## config.mk

```make
export PLATFORM = sky130hd
export DESIGN_NAME = clk_ratio_mon
export DESIGN_NICKNAME = d
export VERILOG_FILES = /design/src/rtl/clk_mon_pkg.sv /design/src/rtl/clk_mon_edge_det.sv /design/src/rtl/clk_ratio_mon.sv
export SDC_FILE = /design/constraint.sdc
export NUM_CORES = 1
export LEC_CHECK = 0
export CAP_MARGIN = 20
export CORE_MARGIN = 8
export CORE_UTILIZATION = 35
export DETAILED_ROUTE_END_ITERATION = 8
export DONT_BUFFER_PORTS = 1
export PLACE_DENSITY = 0.54
export SYNTH_ARGS = -nofsm -noshare
export SYNTH_HDL_FRONTEND = slang
export SYNTH_SLANG_ARGS = --single-unit
```

## constraint.sdc

```tcl
create_clock -name i_ref_clk -period 3.08 [get_ports i_ref_clk]
set_input_delay 0.616 -clock i_ref_clk [delete_from_list [all_inputs] [get_ports i_ref_clk]]
set_output_delay 0.616 -clock i_ref_clk [all_outputs]
set_load 0.02 [all_outputs]
```

## src/rtl/clk_mon_pkg.sv

```systemverilog
// Shared definitions for the clock ratio monitor: FSM state encoding, parameter defaults
// and the duty-cycle acceptance rule used when CLK_MON_DUTY_CHECK_EN is defined.
package clk_mon_pkg;

    typedef enum logic [1:0] {
        ST_IDLE    = 2'd0,
        ST_SYNC    = 2'd1,
        ST_MEASURE = 2'd2,
        ST_LOCKED  = 2'd3
    } monState_t;

    localparam int RATIO_WIDTH_DEF = 8;
    localparam int LOCK_COUNT_DEF  = 4;

    // An odd ratio cannot split evenly, so either rounding of half the period is accepted.
    function automatic logic dutyMatch(input int unsigned highTime, input int unsigned expRatio);
        return (highTime == (expRatio >> 1)) || (highTime == ((expRatio + 1) >> 1));
    endfunction

endpackage

```

## src/rtl/clk_mon_edge_det.sv

```systemverilog
// Brings the asynchronous divided clock into the i_ref_clk domain through two flops
// and a third flop for edge detection; all edges see the same fixed latency.
module clk_mon_edge_det (
    input  logic i_ref_clk,
    input  logic i_rst_n,
    input  logic i_div_clk,
    output logic o_level,
    output logic o_rise,
    output logic o_fall
);

    logic r_meta;
    logic r_sync;
    logic r_prev;

    always_ff @(posedge i_ref_clk or negedge i_rst_n) begin
        if (!i_rst_n) begin
            r_meta <= 1'b0;
            r_sync <= 1'b0;
            r_prev <= 1'b0;
        end else begin
            r_meta <= i_div_clk;
            r_sync <= r_meta;
            r_prev <= r_sync;
        end
    end

    assign o_level = r_sync;
    assign o_rise  = r_sync & ~r_prev;
    assign o_fall  = ~r_sync & r_prev;

endmodule

```

## src/rtl/clk_ratio_mon.sv

```systemverilog
// Clock ratio monitor: measures period and high time of i_div_clk in i_ref_clk cycles and tracks lock.
// Build macro CLK_MON_DUTY_CHECK_EN additionally requires the high time to be half the expected ratio.
module clk_ratio_mon
    import clk_mon_pkg::*;
#(
    parameter int RATIO_WIDTH = RATIO_WIDTH_DEF,
    parameter int LOCK_COUNT  = LOCK_COUNT_DEF
) (
    input  logic                   i_ref_clk,
    input  logic                   i_rst_n,
    input  logic                   i_en,
    input  logic                   i_div_clk,
    input  logic [RATIO_WIDTH-1:0] i_exp_ratio,
    output logic [RATIO_WIDTH-1:0] o_meas_ratio,
    output logic [RATIO_WIDTH-1:0] o_high_time,
    output logic                   o_valid,
    output logic                   o_locked,
    output logic                   o_err,
    output logic                   o_stuck
);

    localparam int MATCH_W = $clog2(LOCK_COUNT + 1);
    localparam logic [RATIO_WIDTH-1:0] CNT_MAX    = {RATIO_WIDTH{1'b1}};
    localparam logic [RATIO_WIDTH-1:0] CNT_ONE    = RATIO_WIDTH'(1);
    localparam logic [RATIO_WIDTH-1:0] MIN_RATIO  = RATIO_WIDTH'(2);
    localparam logic [MATCH_W-1:0]     MATCH_LAST = MATCH_W'(LOCK_COUNT - 1);
    localparam logic [MATCH_W-1:0]     MATCH_FULL = MATCH_W'(LOCK_COUNT);
    localparam logic [MATCH_W-1:0]     MATCH_ONE  = MATCH_W'(1);

    monState_t              r_state;
    logic [MATCH_W-1:0]     r_matchCnt;
    logic [RATIO_WIDTH-1:0] r_periodCnt;
    logic [RATIO_WIDTH-1:0] r_highCnt;

    logic w_level;
    logic w_rise;
    logic w_fall;
    logic w_saturated;
    logic w_ratioOk;
    logic w_dutyOk;
    logic w_match;

    clk_mon_edge_det u_edge_det (
        .i_ref_clk (i_ref_clk),
        .i_rst_n   (i_rst_n),
        .i_div_clk (i_div_clk),
        .o_level   (w_level),
        .o_rise    (w_rise),
        .o_fall    (w_fall)
    );

    assign w_saturated = (r_periodCnt == CNT_MAX);
    assign w_ratioOk   = (i_exp_ratio >= MIN_RATIO);

`ifdef CLK_MON_DUTY_CHECK_EN
    assign w_dutyOk = dutyMatch(32'(r_highCnt), 32'(i_exp_ratio));
`else
    assign w_dutyOk = 1'b1;
`endif

    assign w_match = (r_periodCnt == i_exp_ratio) && w_dutyOk;

    // Both counters restart at 1 on the rise itself, so on the next rise they hold full cycle counts.
    always_ff @(posedge i_ref_clk or negedge i_rst_n) begin
        if (!i_rst_n) begin
            r_periodCnt <= '0;
            r_highCnt   <= '0;
        end else if (w_rise) begin
            r_periodCnt <= CNT_ONE;
            r_highCnt   <= CNT_ONE;
        end else begin
            if (!w_saturated) begin
                r_periodCnt <= r_periodCnt + CNT_ONE;
            end
            if (w_level && !w_fall && (r_highCnt != CNT_MAX)) begin
                r_highCnt <= r_highCnt + CNT_ONE;
            end
        end
    end

    always_ff @(posedge i_ref_clk or negedge i_rst_n) begin
        if (!i_rst_n) begin
            r_state      <= ST_IDLE;
            r_matchCnt   <= '0;
            o_meas_ratio <= '0;
            o_high_time  <= '0;
            o_valid      <= 1'b0;
            o_locked     <= 1'b0;
            o_err        <= 1'b0;
            o_stuck      <= 1'b0;
        end else begin
            o_valid <= 1'b0;
            o_err   <= 1'b0;
            if (w_rise) begin
                o_stuck <= 1'b0;
            end
            if (!i_en || !w_ratioOk) begin
                r_state    <= ST_IDLE;
                r_matchCnt <= '0;
                o_locked   <= 1'b0;
            end else begin
                case (r_state)
                    ST_IDLE: begin
                        r_state <= ST_SYNC;
                    end
                    ST_SYNC: begin
                        if (w_rise) begin
                            r_state <= ST_MEASURE;
                        end
                    end
                    ST_MEASURE, ST_LOCKED: begin
                        if (w_rise) begin
                            o_meas_ratio <= r_periodCnt;
                            o_high_time  <= r_highCnt;
                            o_valid      <= 1'b1;
                            if (r_state == ST_LOCKED) begin
                                if (!w_match) begin
                                    o_err      <= 1'b1;
                                    o_locked   <= 1'b0;
                                    r_matchCnt <= '0;
                                    r_state    <= ST_MEASURE;
                                end
                            end else if (!w_match) begin
                                r_matchCnt <= '0;
                            end else if (r_matchCnt == MATCH_LAST) begin
                                r_matchCnt <= MATCH_FULL;
                                o_locked   <= 1'b1;
                                r_state    <= ST_LOCKED;
                            end else begin
                                r_matchCnt <= r_matchCnt + MATCH_ONE;
                            end
                        end else if (w_saturated) begin
                            // No rise for a full counter range: re-acquire from scratch.
                            o_stuck    <= 1'b1;
                            o_locked   <= 1'b0;
                            r_matchCnt <= '0;
                            r_state    <= ST_SYNC;
                        end
                    end
                    default: begin
                        r_state <= ST_IDLE;
                    end
                endcase
            end
        end
    end

endmodule
```

==> reports/results.ini, run 1 <==
[synthesis]
seq_area_frac_synth=0.529
syn_area_per_cell_um2=12.1
yosysWarnings=0
synth_edf_count=0
synth_flop_cell=dfrtp_1
synth_nets=188
ys_ff_latch=44
synth-async-reset-ratio=1.00
synth_area_mm2=0.00208
yosysUniqueCellTypes=39
syn_inst=172

[sta]
hold_slack_ps=349
hold_viol=0
tightest_slew_ps=926
finalMaxSlewViolations=0
rsz0062_at_grt=no
fin_setup_tns_ps=0
fin_crit_sh=0.663
period_needed_ps=2040
finalClockSkew_ps=6.35
timing.fmax_mhz=490
fin_ws_ps=1040
relSlewSlack=0.380
setup_violations=0

[place]
place_congestion=0.765
dpl_cell_area_mm2=0.00215
dp_hpwl_um=3030
dp_cells=242
portBuffers=0
pre_cts_slack_ps=752

[clock_network]
worstSkewPairLatency_ps=290
cts.htree.levels=2
cts_buffers=5
cts.sink_count=44
cts_root_buf=clkbuf_8
cts_tree=yes
clock_path_buffers=2
path_clk_slew_ps=80

[cells_and_area]
utilization=0.393
n_antenna_cell=0
area_growth_pct=9.87
drive_gt1_frac=0.202
fin_area_mm2=0.00228
nets=193
layout_common_cells=dfrtp_1, mux2_2, xnor2_1, nand2_1, nor2_1
final_common_cell=dfrtp_1
layoutNonFillerInstCount=253

[floorplanning]
start_util=0.358
num_rows=28
io_pins=32
core_area_mm2=0.00582
dieHeight_um=93.1
die_area_mm2=0.00866
die_w_um=93.1

[worst_setup_path]
crit_required_ps=3270
worstSetupStartpoint=u_edge_det.o_level$_DFF_PN0_
cp_cell_sequence=nor2b_1, nand2_1, nor2_2, a21o_4, mux2_4
worstSetupStartpointType=register
r2r-end=r_matchCnt[2]$_DFFE_PN0P_
crit_path_max_fanout=9
cpPeakStageDelay_ps=660
criticalPathCategory=register to register
critPathCaptureType=register
crit_buf_inv=0
reg2reg_depth=5
cp.arrival_ps=2230
crit_family=simple AND/OR/NAND/NOR gates
regToRegStartpoint=u_edge_det.o_level$_DFF_PN0_
rrSetupSlack_ps=1040
worst_path_max_delay_cell=nor2b_1

[drt]
drc_errors=0
vias=1341
wl_met3_um=330
routed.top_layer=met4
wirelength_um=4200
antenna_left=0
drt_iter0_drc=46
drt-pass1-iter-count=4
drt-wirelength-per-cell_um=16.6
met2_length_um=1960
m1WireLength_um=1820
avgViaCountPerCell=5.30

[worst_hold_path]
min_path_cells=0
hold_start=i_div_clk
hold_class=input pin to register
worstHoldEndpoint=u_edge_det.r_meta$_DFF_PN0_

[flow_run]
drv_cap=0

[status]
status=finished clean

[global_route]
grt_max_degree=24
grt_usage=0.105
grt_pass1_wl_um=7110
antenna_found_initial=0
grt-ovfl-total=0
grt_pass1_vias=1380

[pwr]
p_leak_nw=1.05
power_density_mw_per_mm2=584
vdd_drop_max_uv=328
power.total_mw=1.33

-- worst max-delay path by stage --
stage	slack [ps]	to	depth (start not counted)
after CTS	1050	r_matchCnt[2]$_DFFE_PN0P_	5
after floorplan	810	o_high_time[7]$_DFFE_PN0P_	5
after global routing	890	r_state[0]$_DFFE_PN0P_	6
final	1040	r_matchCnt[2]$_DFFE_PN0P_	5
after global placement	780	o_meas_ratio[1]$_DFFE_PN0P_	4
after detailed placement	750	o_meas_ratio[6]$_DFFE_PN0P_	4
-- layer usage --
layer / global-route usage / vias to the layer above
li1: - / 626
met1: 0.127 / 669
met2: 0.159 / 37
met3: 0.0441 / 9
met4: 0.0443 / 0
met5: 0 / -
-- cell families (layout without fill, tap and decap cells) --
group | Yosys count | count (layout) | synth area share
AO/OA/AOI/OAI | 23 | 23 | 0.0957
XOR/XNOR | 16 | 16 | 0.0674
adder cells (fa/ha/maj) | 4 | 4 | 0.0241
buffers and inverters | 12 | 18 | 0.0271
flip-flops | 44 | 44 | 0.529
multiplexers | 21 | 21 | 0.118
AND/OR/NAND/NOR | 52 | 52 | 0.138
-- flip-flops by register name (all words and copies together) (netlist names) --
name                count
r_highCnt               8
r_state                 2
o_high_time             8
u_edge_det.r_meta       1
o_stuck                 1
o_err                   1
r_matchCnt              3
o_valid                 1
u_edge_det.o_level      1
r_periodCnt             8
u_edge_det.r_prev       1
o_meas_ratio            8
o_locked                1
-- layout make-up --
class,count,area [um2]
Clock buffer,8,90.1
Fill cell,582,3530
Inverter,6,22.5
Multi-Input combinational cell,116,922
Sequential cell,44,1100
Tap cell,75,93.8
Timing Repair Buffer,4,55.1
-- synthesized netlist by cell type, types with 2 or more instances --
cell type / instances / area, um2
a21oi_1: 4 / 20.0
a31oi_1: 5 / 31.3
a41oi_1: 2 / 17.5
and3_1: 3 / 18.8
clkbuf_1: 4 / 15.0
dfrtp_1: 44 / 1100
ha_1: 4 / 50.1
inv_1: 6 / 22.5
mux2_2: 16 / 180
mux2_4: 3 / 45.0
mux2i_1: 2 / 20.0
nand2_1: 12 / 45.0
nand3_1: 5 / 25.0
nand4_1: 4 / 25.0
nor2_1: 11 / 41.3
nor3_1: 5 / 25.0
nor3b_1: 2 / 15.0
nor4b_1: 2 / 17.5
o21ai_0: 4 / 20.0
xnor2_1: 12 / 105
xor2_1: 4 / 35.0
-- where the power goes --
part / internal [mW] / switching, mW / total (mW)
logic: 0.0976 / 0.0866 / 0.184
clock network: 0.183 / 0.185 / 0.368
registers: 0.649 / 0.134 / 0.783
-- timing repair --
item | 4_1_cts | 5_1_grt
buffers inserted | 0 | 0
setup endpoints to repair | 0 | 0
hold endpoints to repair | 23 | 21
hold buffers | 1 | 1
resized for setup | 0 | 0
No activity file was read; power rests on OpenSTA's default activity.
==> inputs of run 2 (changes only) <==
PLACE_DENSITY = 0.56   (was 0.54)
clock period = 1.8 ns   (was 3.08 ns; I/O delays follow)
==> reports/results.ini, run 2 (same netlist as run 1, synthesis figures left out) <==
[status]
status=finished clean  ; unchanged

[cells_and_area]
n_antenna_cell=0  ; unchanged
utilization=0.423  ; was 0.393
drive_gt1_frac=0.314  ; was 0.202
area_growth_pct=18.3  ; was 9.87%
nets=209  ; was 193
fillCellCount=573  ; was 582
layout_common_cells=dfrtp_1, buf_4, mux2_2  ; was dfrtp_1, mux2_2, xnor2_1, nand2_1, nor2_1
layoutNonFillerInstCount=269  ; was 253
fin_area_mm2=0.00246  ; was 0.00228 mm2
final_common_cell=dfrtp_1  ; unchanged

[global_route]
grt_pass1_vias=1487  ; was 1380
grt_max_degree=45  ; was 24
grt_usage=0.106  ; was 0.105
met2_usage=0.166  ; was 0.159
met3_usage=0.0441  ; unchanged
antenna_found_initial=0  ; unchanged
grt-ovfl-total=0  ; unchanged
use_met1=0.125  ; was 0.127
grt_pass1_wl_um=7330  ; was 7110 um
grt_busiest_layer=met2  ; unchanged

[drt]
vias=1423  ; was 1341
antenna_left=0  ; unchanged
drt-wirelength-per-cell_um=16.6  ; about the same
drc_errors=0  ; unchanged
drt-pass1-iter-count=4  ; unchanged
drt_iter0_drc=75  ; was 46
avgViaCountPerCell=5.29  ; was 5.30
wirelength_um=4480  ; was 4200 um

[worst_hold_path]
hold_class=input pin to register  ; unchanged
hold_start=i_div_clk  ; unchanged
min_path_cells=0  ; unchanged

[floorplanning]
die_w_um=93.1  ; unchanged
die_area_mm2=0.00866  ; unchanged
start_util=0.358  ; unchanged
num_rows=28  ; unchanged
io_pins=32  ; unchanged
dieHeight_um=93.1  ; unchanged
core_area_mm2=0.00582  ; unchanged

[clock_network]
cts_root_buf=clkbuf_8  ; unchanged
cts_tree=yes  ; unchanged
clock_path_buffers=2  ; unchanged
cts.htree.levels=2  ; unchanged
cts_buffers=5  ; unchanged
worstSkewPairLatency_ps=300  ; was 290 ps
path_clk_slew_ps=80  ; about the same
cts.sink_count=44  ; unchanged

[sta]
finalClockSkew_ps=11.8  ; was 6.35 ps
hold_viol=0  ; unchanged
setup_violations=0  ; unchanged
fin_crit_sh=0.985
tightest_slew_ps=448  ; was 926 ps
timing.fmax_mhz=564
fin_ws_ps=26.8  ; was 1040 ps
finalMaxSlewViolations=0  ; unchanged
period_needed_ps=1770
relSlewSlack=0.701  ; was 0.380

[pwr]
vdd_drop_max_uv=505  ; was 328 uV
p_leak_nw=1.14  ; was 1.05 nW
power.total_mw=2.44  ; was 1.33 mW
power_density_mw_per_mm2=993  ; was 584 mW/mm2

[worst_setup_path]
worst_path_max_delay_cell=or4_4  ; was nor2b_1
reg2reg_depth=6  ; was 5
crit_path_max_fanout=4  ; was 9
cpPeakStageDelay_ps=550  ; was 660 ps
worstSetupStartpoint=i_exp_ratio[4]  ; was u_edge_det.o_level$_DFF_PN0_
criticalPathCategory=input pin to register  ; was register to register
crit_cells=5  ; unchanged
cp_cell_sequence=or4_4, o41ai_4, nor2_2, a21o_4, mux2_4  ; was nor2b_1, nand2_1, nor2_2, a21o_4, mux2_4
worstSetupStartpointType=input pin  ; was register
critPathCaptureType=register  ; unchanged
cp.arrival_ps=1960  ; was 2230 ps
crit_family=simple AND/OR/NAND/NOR gates  ; unchanged
crit_buf_inv=0  ; unchanged
regToRegStartpoint=r_periodCnt[1]$_DFFE_PN0P_  ; was u_edge_det.o_level$_DFF_PN0_
crit_required_ps=1980  ; was 3270 ps

[place]
dpl_cell_area_mm2=0.00225  ; was 0.00215 mm2
portBuffers=0  ; unchanged
pre_cts_slack_ps=-267  ; was 752 ps
place_congestion=0.811  ; was 0.765
dp_cells=255  ; was 242
dp_hpwl_um=3110  ; was 3030 um

[flow_run]
drv_cap=0  ; unchanged

[run 2: power by group]
group	internal [mW]	total [mW]	switching (mW)
registers	1.11	1.32	0.209
logic	0.258	0.466	0.208
clock network	0.311	0.657	0.346
[run 2: final timing paths]
kind / endpoint / slack [ps]
worst max-delay path: r_matchCnt[1]$_DFFE_PN0P_ / 30
worst min-delay path: u_edge_det.r_meta$_DFF_PN0_ / 100
worst max register to register: r_matchCnt[1]$_DFFE_PN0P_ / 70
worst min register to register: u_edge_det.o_level$_DFF_PN0_ / 350
max in group asynchronous: r_highCnt[4]$_DFFE_PN0P_ / 1010
min in group asynchronous: o_valid$_DFF_PN0_ / 560
[run 2: final cells by class]
class / count / area, um2 / share of cell area
Sequential cell: 44 / 1100 / 0.448
Multi-Input combinational cell: 116 / 968 / 0.394
Timing Repair Buffer: 20 / 176 / 0.0717
Tap cell: 75 / 93.8 / 0.0381
Clock buffer: 6 / 82.6 / 0.0336
Inverter: 6 / 22.5 / 0.00916
Clock inverter: 2 / 15.0 / 0.00610
[run 2: stage by stage]
step | TNS [ps] | hold slack [ps]
6_report | 0 | 95.2
5_1_grt | -1.94 | 76.0
4_1_cts | 0 | 83.5
3_5_place_dp | -5060 | 65.9
3_3_place_gp | -4440 | 65.8
2_1_floorplan | -2980 | 64.4
[run 2: layer usage]
metal	share of wire	wire, um
met1	0.44	1970
met2	0.47	2120
met3	0.077	343
met4	0.0096	43
met5	0	0
[run 2: what timing repair did]
| action | in CTS | in global routing |
|---|---|---|
| endpoints found under the hold margin | 44 | 0 |
| setup endpoints to repair | 0 | 8 |
| hold buffers | 2 | 0 |
| resized for setup | 0 | 7 |
| setup buffers | 0 | 4 |
